$ cat config.mk
export PLATFORM = sky130hd
export DESIGN_NAME = mem_access_ctrl
export DESIGN_NICKNAME = d
export VERILOG_FILES = /design/src/rtl/mem_access_ctrl.sv
export SDC_FILE = /design/constraint.sdc
export NUM_CORES = 1
export LEC_CHECK = 0
export BUFFER_PORTS_ARGS = -buffer_cell sky130_fd_sc_hd__clkbuf_2
export CORE_ASPECT_RATIO = 1.75
export CORE_MARGIN = 2
export CORE_UTILIZATION = 40
export CTS_CLUSTER_DIAMETER = 200
export CTS_CLUSTER_SIZE = 30
export DETAILED_ROUTE_END_ITERATION = 8
export MAX_ROUTING_LAYER = met4
export PLACE_DENSITY = 0.68
export SKIP_CTS_REPAIR_TIMING = 1
export SYNTH_ARGS = -nofsm -noshare
export SYNTH_HDL_FRONTEND = slang
export SYNTH_SLANG_ARGS = --single-unit
export TNS_END_PERCENT = 100
$ cat constraint.sdc
create_clock -name clk -period 4.1 [get_ports clk]
set_input_delay 0.205 -clock clk [delete_from_list [all_inputs] [get_ports clk]]
set_output_delay 0.205 -clock clk [all_outputs]
set_load 0.005 [all_outputs]
$ cat src/rtl/mem_access_ctrl.sv
// Load/store controller between datapath and a word-wide data memory.
// Sub-word stores are done as read-modify-write since the memory only writes full words.
module mem_access_ctrl #(
    parameter int ADDR_W      = 32,
    parameter bit CHECK_ALIGN = 1'b1
) (
    input  logic              clk,
    input  logic              reset_n,
    input  logic              req,
    input  logic [5:0]        opcode,
    input  logic [ADDR_W-1:0] addr,
    input  logic [31:0]       wdata,
    output logic              ready,
    output logic              done,
    output logic              err,
    output logic [31:0]       rdata,
    output logic [ADDR_W-1:0] mem_address,
    output logic [31:0]       mem_writedata,
    output logic              mem_write,
    output logic              mem_read,
    output logic [5:0]        mem_opcode,
    input  logic [31:0]       mem_readdata
);

    localparam logic [5:0] OP_LB  = 6'h20;
    localparam logic [5:0] OP_LH  = 6'h21;
    localparam logic [5:0] OP_LW  = 6'h23;
    localparam logic [5:0] OP_LBU = 6'h24;
    localparam logic [5:0] OP_LHU = 6'h25;
    localparam logic [5:0] OP_SB  = 6'h28;
    localparam logic [5:0] OP_SH  = 6'h29;
    localparam logic [5:0] OP_SW  = 6'h2B;

    typedef enum logic [2:0] {
        S_IDLE,
        S_LOAD,
        S_STORE,
        S_RMW_RD,
        S_RMW_WR,
        S_RESP
    } state_t;

    state_t            state_q, state_d;
    logic [5:0]        op_q, op_d;
    logic [ADDR_W-1:0] addr_q, addr_d;
    logic [31:0]       wdata_q, wdata_d;
    logic [31:0]       rdata_q, rdata_d;
    logic [31:0]       merge_q, merge_d;
    logic              err_q, err_d;

    // Incoming request decode
    logic in_load, in_sw, in_sub, in_valid, in_misalign;
    always_comb begin
        in_load     = 1'b0;
        in_sw       = 1'b0;
        in_sub      = 1'b0;
        in_valid    = 1'b1;
        in_misalign = 1'b0;
        case (opcode)
            OP_LB, OP_LBU: in_load = 1'b1;
            OP_LH, OP_LHU: begin
                in_load     = 1'b1;
                in_misalign = addr[0];
            end
            OP_LW: begin
                in_load     = 1'b1;
                in_misalign = (addr[1:0] != 2'b00);
            end
            OP_SB: in_sub = 1'b1;
            OP_SH: begin
                in_sub      = 1'b1;
                in_misalign = addr[0];
            end
            OP_SW: begin
                in_sw       = 1'b1;
                in_misalign = (addr[1:0] != 2'b00);
            end
            default: in_valid = 1'b0;
        endcase
        if (!CHECK_ALIGN) in_misalign = 1'b0;
    end

    logic [ADDR_W-1:0] word_addr, load_addr;
    assign word_addr = {addr_q[ADDR_W-1:2], 2'b00};

    // With alignment checks off, misaligned loads fall back to their natural boundary
    always_comb begin
        load_addr = addr_q;
        if (!CHECK_ALIGN) begin
            if (op_q == OP_LW)                          load_addr = word_addr;
            else if (op_q == OP_LH || op_q == OP_LHU)   load_addr = {addr_q[ADDR_W-1:1], 1'b0};
        end
    end

    logic [31:0] merged;
    always_comb begin
        merged = merge_q;
        if (op_q == OP_SB) begin
            merged[{addr_q[1:0], 3'b000} +: 8] = wdata_q[7:0];
        end else if (addr_q[1]) begin
            merged[31:16] = wdata_q[15:0];
        end else begin
            merged[15:0] = wdata_q[15:0];
        end
    end

    always_comb begin
        state_d = state_q;
        op_d    = op_q;
        addr_d  = addr_q;
        wdata_d = wdata_q;
        rdata_d = rdata_q;
        merge_d = merge_q;
        err_d   = err_q;
        case (state_q)
            S_IDLE: begin
                if (req) begin
                    op_d    = opcode;
                    addr_d  = addr;
                    wdata_d = wdata;
                    err_d   = !in_valid || in_misalign;
                    if (!in_valid || in_misalign) state_d = S_RESP;
                    else if (in_load)             state_d = S_LOAD;
                    else if (in_sw)               state_d = S_STORE;
                    else if (in_sub)              state_d = S_RMW_RD;
                    else                          state_d = S_RESP;
                end
            end
            S_LOAD: begin
                rdata_d = mem_readdata;
                state_d = S_RESP;
            end
            S_STORE:  state_d = S_RESP;
            S_RMW_RD: begin
                merge_d = mem_readdata;
                state_d = S_RMW_WR;
            end
            S_RMW_WR: state_d = S_RESP;
            S_RESP:   state_d = S_IDLE;
            default:  state_d = S_IDLE;
        endcase
    end

    always_ff @(posedge clk or negedge reset_n) begin
        if (!reset_n) begin
            state_q <= S_IDLE;
            op_q    <= '0;
            addr_q  <= '0;
            wdata_q <= '0;
            rdata_q <= '0;
            merge_q <= '0;
            err_q   <= 1'b0;
        end else begin
            state_q <= state_d;
            op_q    <= op_d;
            addr_q  <= addr_d;
            wdata_q <= wdata_d;
            rdata_q <= rdata_d;
            merge_q <= merge_d;
            err_q   <= err_d;
        end
    end

    // Memory strobes come only from registered state, so reset kills them at once
    always_comb begin
        mem_address   = '0;
        mem_writedata = '0;
        mem_write     = 1'b0;
        mem_read      = 1'b0;
        mem_opcode    = '0;
        case (state_q)
            S_LOAD: begin
                mem_read    = 1'b1;
                mem_opcode  = op_q;
                mem_address = load_addr;
            end
            S_STORE: begin
                mem_write     = 1'b1;
                mem_address   = word_addr;
                mem_writedata = wdata_q;
            end
            S_RMW_RD: begin
                mem_read    = 1'b1;
                mem_opcode  = OP_LW;
                mem_address = word_addr;
            end
            S_RMW_WR: begin
                mem_write     = 1'b1;
                mem_address   = word_addr;
                mem_writedata = merged;
            end
            default: ;
        endcase
    end

    assign ready = (state_q == S_IDLE);
    assign done  = (state_q == S_RESP);
    assign err   = (state_q == S_RESP) && err_q;
    assign rdata = rdata_q;

endmodule

== Word-level counts from Yosys, hierarchy flattened ==
Index checks and enable logic that the tools add are counted.

* Bits in registers: 138
* Latch bits: 0
* Bits in writable memories: 0
* Bits in read-only memories: 0
* Word-level logic and storage cells: 60
* Memories kept: 0

* Add/sub/neg operators: 1
* $mul: 0
* Divide/modulo/power cells: 0
* Magnitude comparators: 0
* Equality and inequality tests: 15
* Shifts and indexed selects: 2
* Mux-type cells: 20
* Bitwise operators: 0
* Reductions and logical operators: 15

{| class="wikitable"
|+ Operators by type and width
! cell !! number
|-
| one-hot mux 32 bit (2 select lines) || 2
|-
| equality test 6 bit (second input constant) || 9
|-
| bitwise mux 32 bit || 1
|-
| two-way mux 16 bit || 2
|-
| two-way mux 32 bit || 1
|-
| variable shift 8 x 7 -> 32 bit (first input constant) || 1
|-
| variable part select 8 x 7 -> 32 bit || 1
|-
| two-way mux 3 bit || 5
|-
| one-hot mux 6 bit (2 select lines) || 1
|-
| one-hot mux 3 bit (3 select lines) || 1
|-
| OR reduction 3 bit || 3
|-
| OR reduction 2 bit || 4
|-
| OR reduction 8 bit || 1
|-
| negation 5 -> 7 bit || 1
|-
| equality test 3 x 2 -> 1 bit (second input constant) || 2
|-
| equality test 3 bit (second input constant) || 2
|-
| two-way mux 1 bit || 6
|-
| OR reduction 5 bit || 1
|-
| equality test 3 x 1 -> 1 bit (second input constant) || 1
|-
| logical NOT 3 bit || 1
|-
| != test 2 bit (second input constant) || 1
|-
| one-hot mux 1 bit (2 select lines) || 1
|-
| AND reduction 2 bit || 1
|-
| nonzero test 2 bit || 1
|-
| 3 further kinds || 3
|}

== Depth between registers and ports, before layout ==
* Depth after elaboration: 9
* Mapped depth: 8
* Depth with buffers taken out: 6

== Least setup slack after synthesis ==
Ideal clock, no wire load.

* Path kind: flip-flop to output port
* Start point: reg addr_q[1]
* End point: out mem_writedata[16]
* Arrival time: 2.063 ns
* Required time: 3.895 ns
* Path slack: 1.832 ns
* Cell stages (with the launch flop): 8
* Path buffers: 1
* Path through: dfrtp_1 > buf_2 > clkinv_1 > ha_1 > nand4bb_1 > nand3_1 > a32o_1 > a32o_1

* Word-level cells in the longest chain between the ends: 5

{| class="wikitable"
|+ Ends and longest elaborated chain
! what !! line !! RTL
|-
| start: declaration || 45 || <nowiki>logic [ADDR_W-1:0] addr_q, addr_d;</nowiki>
|-
| start signal: assignment || 156 || <nowiki>addr_q <= addr_d;</nowiki>
|-
| negation 5 -> 7 bit || 99 || <nowiki>merged[{addr_q[1:0], 3'b000} +: 8] = wdata_q[7:0];</nowiki>
|-
| variable part select 8 x 7 -> 32 bit / variable shift 8 x 7 -> 32 bit (equally long branches) || 99 ||
|-
| bitwise mux 32 bit || 99 ||
|-
| two-way mux 32 bit (*) || 98 || <nowiki>if (op_q == OP_SB) begin</nowiki>
|-
| one-hot mux 32 bit (2 select lines) (*) || 171 || <nowiki>case (state_q)</nowiki>
|-
| end: declaration || 18 || <nowiki>output logic [31:0] mem_writedata,</nowiki>
|}

Every way passes the cells marked *; elsewhere a longest branch is shown, timed or not.

== Worst setup path in the final report ==
* Start point: reg addr_q[1]
* End point: out mem_writedata[20]

The elaborated chain is that of the path after synthesis.

==> flow_summary.json <==
{
  "path_clk_slew_ps": 60,
  "cp_data_arrival_time_ps": 3060,
  "leakage_nw": 3.90,
  "fp.dieW_um": 101,
  "stdcell_count": 949,
  "rows": 62,
  "layout_common_cells": "210 x clkbuf_2, 138 x dfrtp_1, 121 x mux2_2, 35 x nand2_1, 35 x and2_1",
  "ys_ff_latch": 138,
  "crit_path_end_kind": "primary output",
  "antenna_found_initial": 1,
  "crit_type": "reg -> out",
  "dp.cells": 915,
  "cts_root_buf": "clkbuf_16",
  "clock_latency_ps": 410,
  "grt_pass1_wl_um": 29500,
  "busiest_layer": "met2",
  "core_area_mm2": 0.0163,
  "start_util_pct": 40.5,
  "finalMaxSlewViolations": 0,
  "synth-async-reset-ratio_pct": 100,
  "dr.pass1.iters": 5,
  "synth_nets": 650,
  "grt_pass1_vias": 5557,
  "fmax_mhz": 306,
  "hold_viol_final": 1,
  "io_pins": 212,
  "total_power_mw": 6.35,
  "synth_edf_count": 0,
  "portBuffers": 211,
  "cts.path.max_buffers": 2,
  "min_path_type": "in -> reg",
  "cts_buffers": 17,
  "tightest_slew_ps": 1010,
  "syn_avg_cell_area_um2": 12.2,
  "ys.flop_type": "dfrtp_1",
  "place_congestion": 0.924,
  "crit_path_start_kind": "register",
  "setup_viol": 0,
  "netlist_area_mm2": 0.00660,
  "violations": "hold timing",
  "ctsHtreeMaxLevel": 4,
  "r2r_slack_ps": 1550,
  "gr-total-overflow": 0,
  "final_nets": 853,
  "synth-seq-area-share_pct": 52.3,
  "worstPathMaxFanout": 10,
  "finalSetupTns_ps": 0,
  "synth.distinct_cells": 50,
  "detail-route-antenna-nets": 0,
  "skew_ps": 6.86,
  "via_per_inst": 5.53,
  "area_growth_pct": 27.5,
  "cts_tree": "built",
  "hold_ws_ps": -1.69,
  "ir_drop_mv": 0.359,
  "post-route-period-util_pct": 79.6,
  "fin_crit_ps": 3260,
  "detail_route.wl_per_cell_um": 20.1,
  "cts_sinks": 138,
  "cp_data_required_time_ps": 3890,
  "grt_max_degree": 110,
  "route.detailed.drc": 0,
  "maxCapViolCount": 0,
  "drt_iter0_drc": 261,
  "dieArea_mm2": 0.0176,
  "synth-warning-count": 0,
  "grtUsageMet1_pct": 25.2,
  "status": "complete, but fails checks",
  "layout_commonest_cell": "clkbuf_2",
  "powerDensity_mw_per_mm2": 755,
  "gr-usage-met2_pct": 37.5,
  "use_met3_pct": 5.15,
  "via_count": 5252,
  "die_h_um": 174,
  "relSlewSlack_pct": 32.2,
  "grt_usage_pct": 22.6,
  "totalWireLength_um": 19000,
  "drive_above_1_share_pct": 50.0,
  "dpl.hpwl_um": 14200,
  "syn_inst": 540,
  "num-fill-cells": 1486,
  "rsz0062_at_grt": "false"
}
-- worst max-delay path: stages, from the launching register on --
cell	delay, ps
dfrtp_1	600
clkinv_1	370
ha_1	450
nand4bb_1	230
nand3_1	250
a32o_1	370
a32o_1	260
clkbuf_2	110
-- state kept, by name, indices dropped and copies added (netlist names) --
signal and cells:
addr_q 32, err_q 1, merge_q 32, op_q 6, rdata 32, state_q 3
wdata_q 32
-- report_power, final --
| part | internal [mW] | total [mW] | leakage (nW) | switching (mW) |
|---|---|---|---|---|
| registers | 1.91 | 2.37 | 1.63 | 0.457 |
| clock network | 0.935 | 1.53 | 0.284 | 0.597 |
| logic | 1.27 | 2.45 | 1.99 | 1.18 |
-- synthesized netlist by cell type (all sizes together) (2+ instances only) --
master	number	share of area (%)
a21oi	4	0.36
inv	13	0.74
nand3	12	0.99
a221o	13	2.0
a21o	2	0.23
nor3b	4	0.53
nand4	9	0.85
a211o	3	0.40
mux2	124	21
clkbuf	17	0.97
and3	2	0.19
mux2i	5	0.76
o31ai	2	0.23
o21ai	14	1.1
and2	36	3.4
nand4bb	2	0.34
nand2	35	2.0
buf	17	1.5
a221oi	3	0.40
nor2	14	0.80
o211ai	12	1.4
dfrtp	138	52
nor3	13	0.99
a32o	17	2.6
ha	5	0.95
or2	2	0.19
nand3b	2	0.23
a211oi	3	0.34
a31oi	3	0.28
-- area by class of cell --
class / count / area [um^2] / area share, %
diodes: 1 / 2.50 / 0.0297
flip-flops and latches: 138 / 3450 / 41.0
clock buffers: 20 / 457 / 5.43
clock inverters: 12 / 140 / 1.66
inverters: 14 / 52.6 / 0.624
well taps: 192 / 240 / 2.85
multi-input cells: 354 / 2960 / 35.1
repair buffers: 218 / 1120 / 13.3
-- stage by stage --
step / instance area [um^2] / worst slack [ps] / utilization [%] / hold WS (ps)
floorplan: 6600 / 1830 / - / -90.6
global placement: 7810 / 1460 / 47.9 / 377
detailed placement: 7810 / 1330 / 47.9 / 406
CTS: 8410 / 890 / 51.6 / -41.1
global route: 8420 / 645 / 51.7 / 7.40
finish: 8420 / 837 / 51.7 / -1.69
-- path summary, 6_finish.rpt --
| kind | endpoint | start | depth (start not counted) |
|---|---|---|---|
| min reg2reg | merge_q[3] | merge_q[3] | 1 |
| max | mem_writedata[20] | addr_q[1] | 7 |
| max in group asynchronous | wdata_q[20] | reset_n | 3 |
| min | wdata_q[5] | wdata[5] | 3 |
| min in group asynchronous | addr_q[30] | reset_n | 2 |
| max reg2reg | wdata_q[27] | state_q[1] | 3 |
-- metal layers --
layer / vias up / share of wire, %
met3: 38 / 6.1
met4: 0 / 3.5
met5: - / 0
li1: 2386 / -
met1: 2632 / 37
met2: 196 / 54
-- cells by family (layout without fill, tap and decap cells) --
logic type	count (synthesis)	in the layout	synth area share, %
and+or+nand+nor	137	137	11.5
other	0	1	0
adders and majority gates	6	6	1.10
DFF	138	138	52.3
buffers and inverters	48	264	3.22
AOI/OAI and AO/OA	82	82	9.99
muxes	129	129	21.9
(Power assumes the default switching activity.)
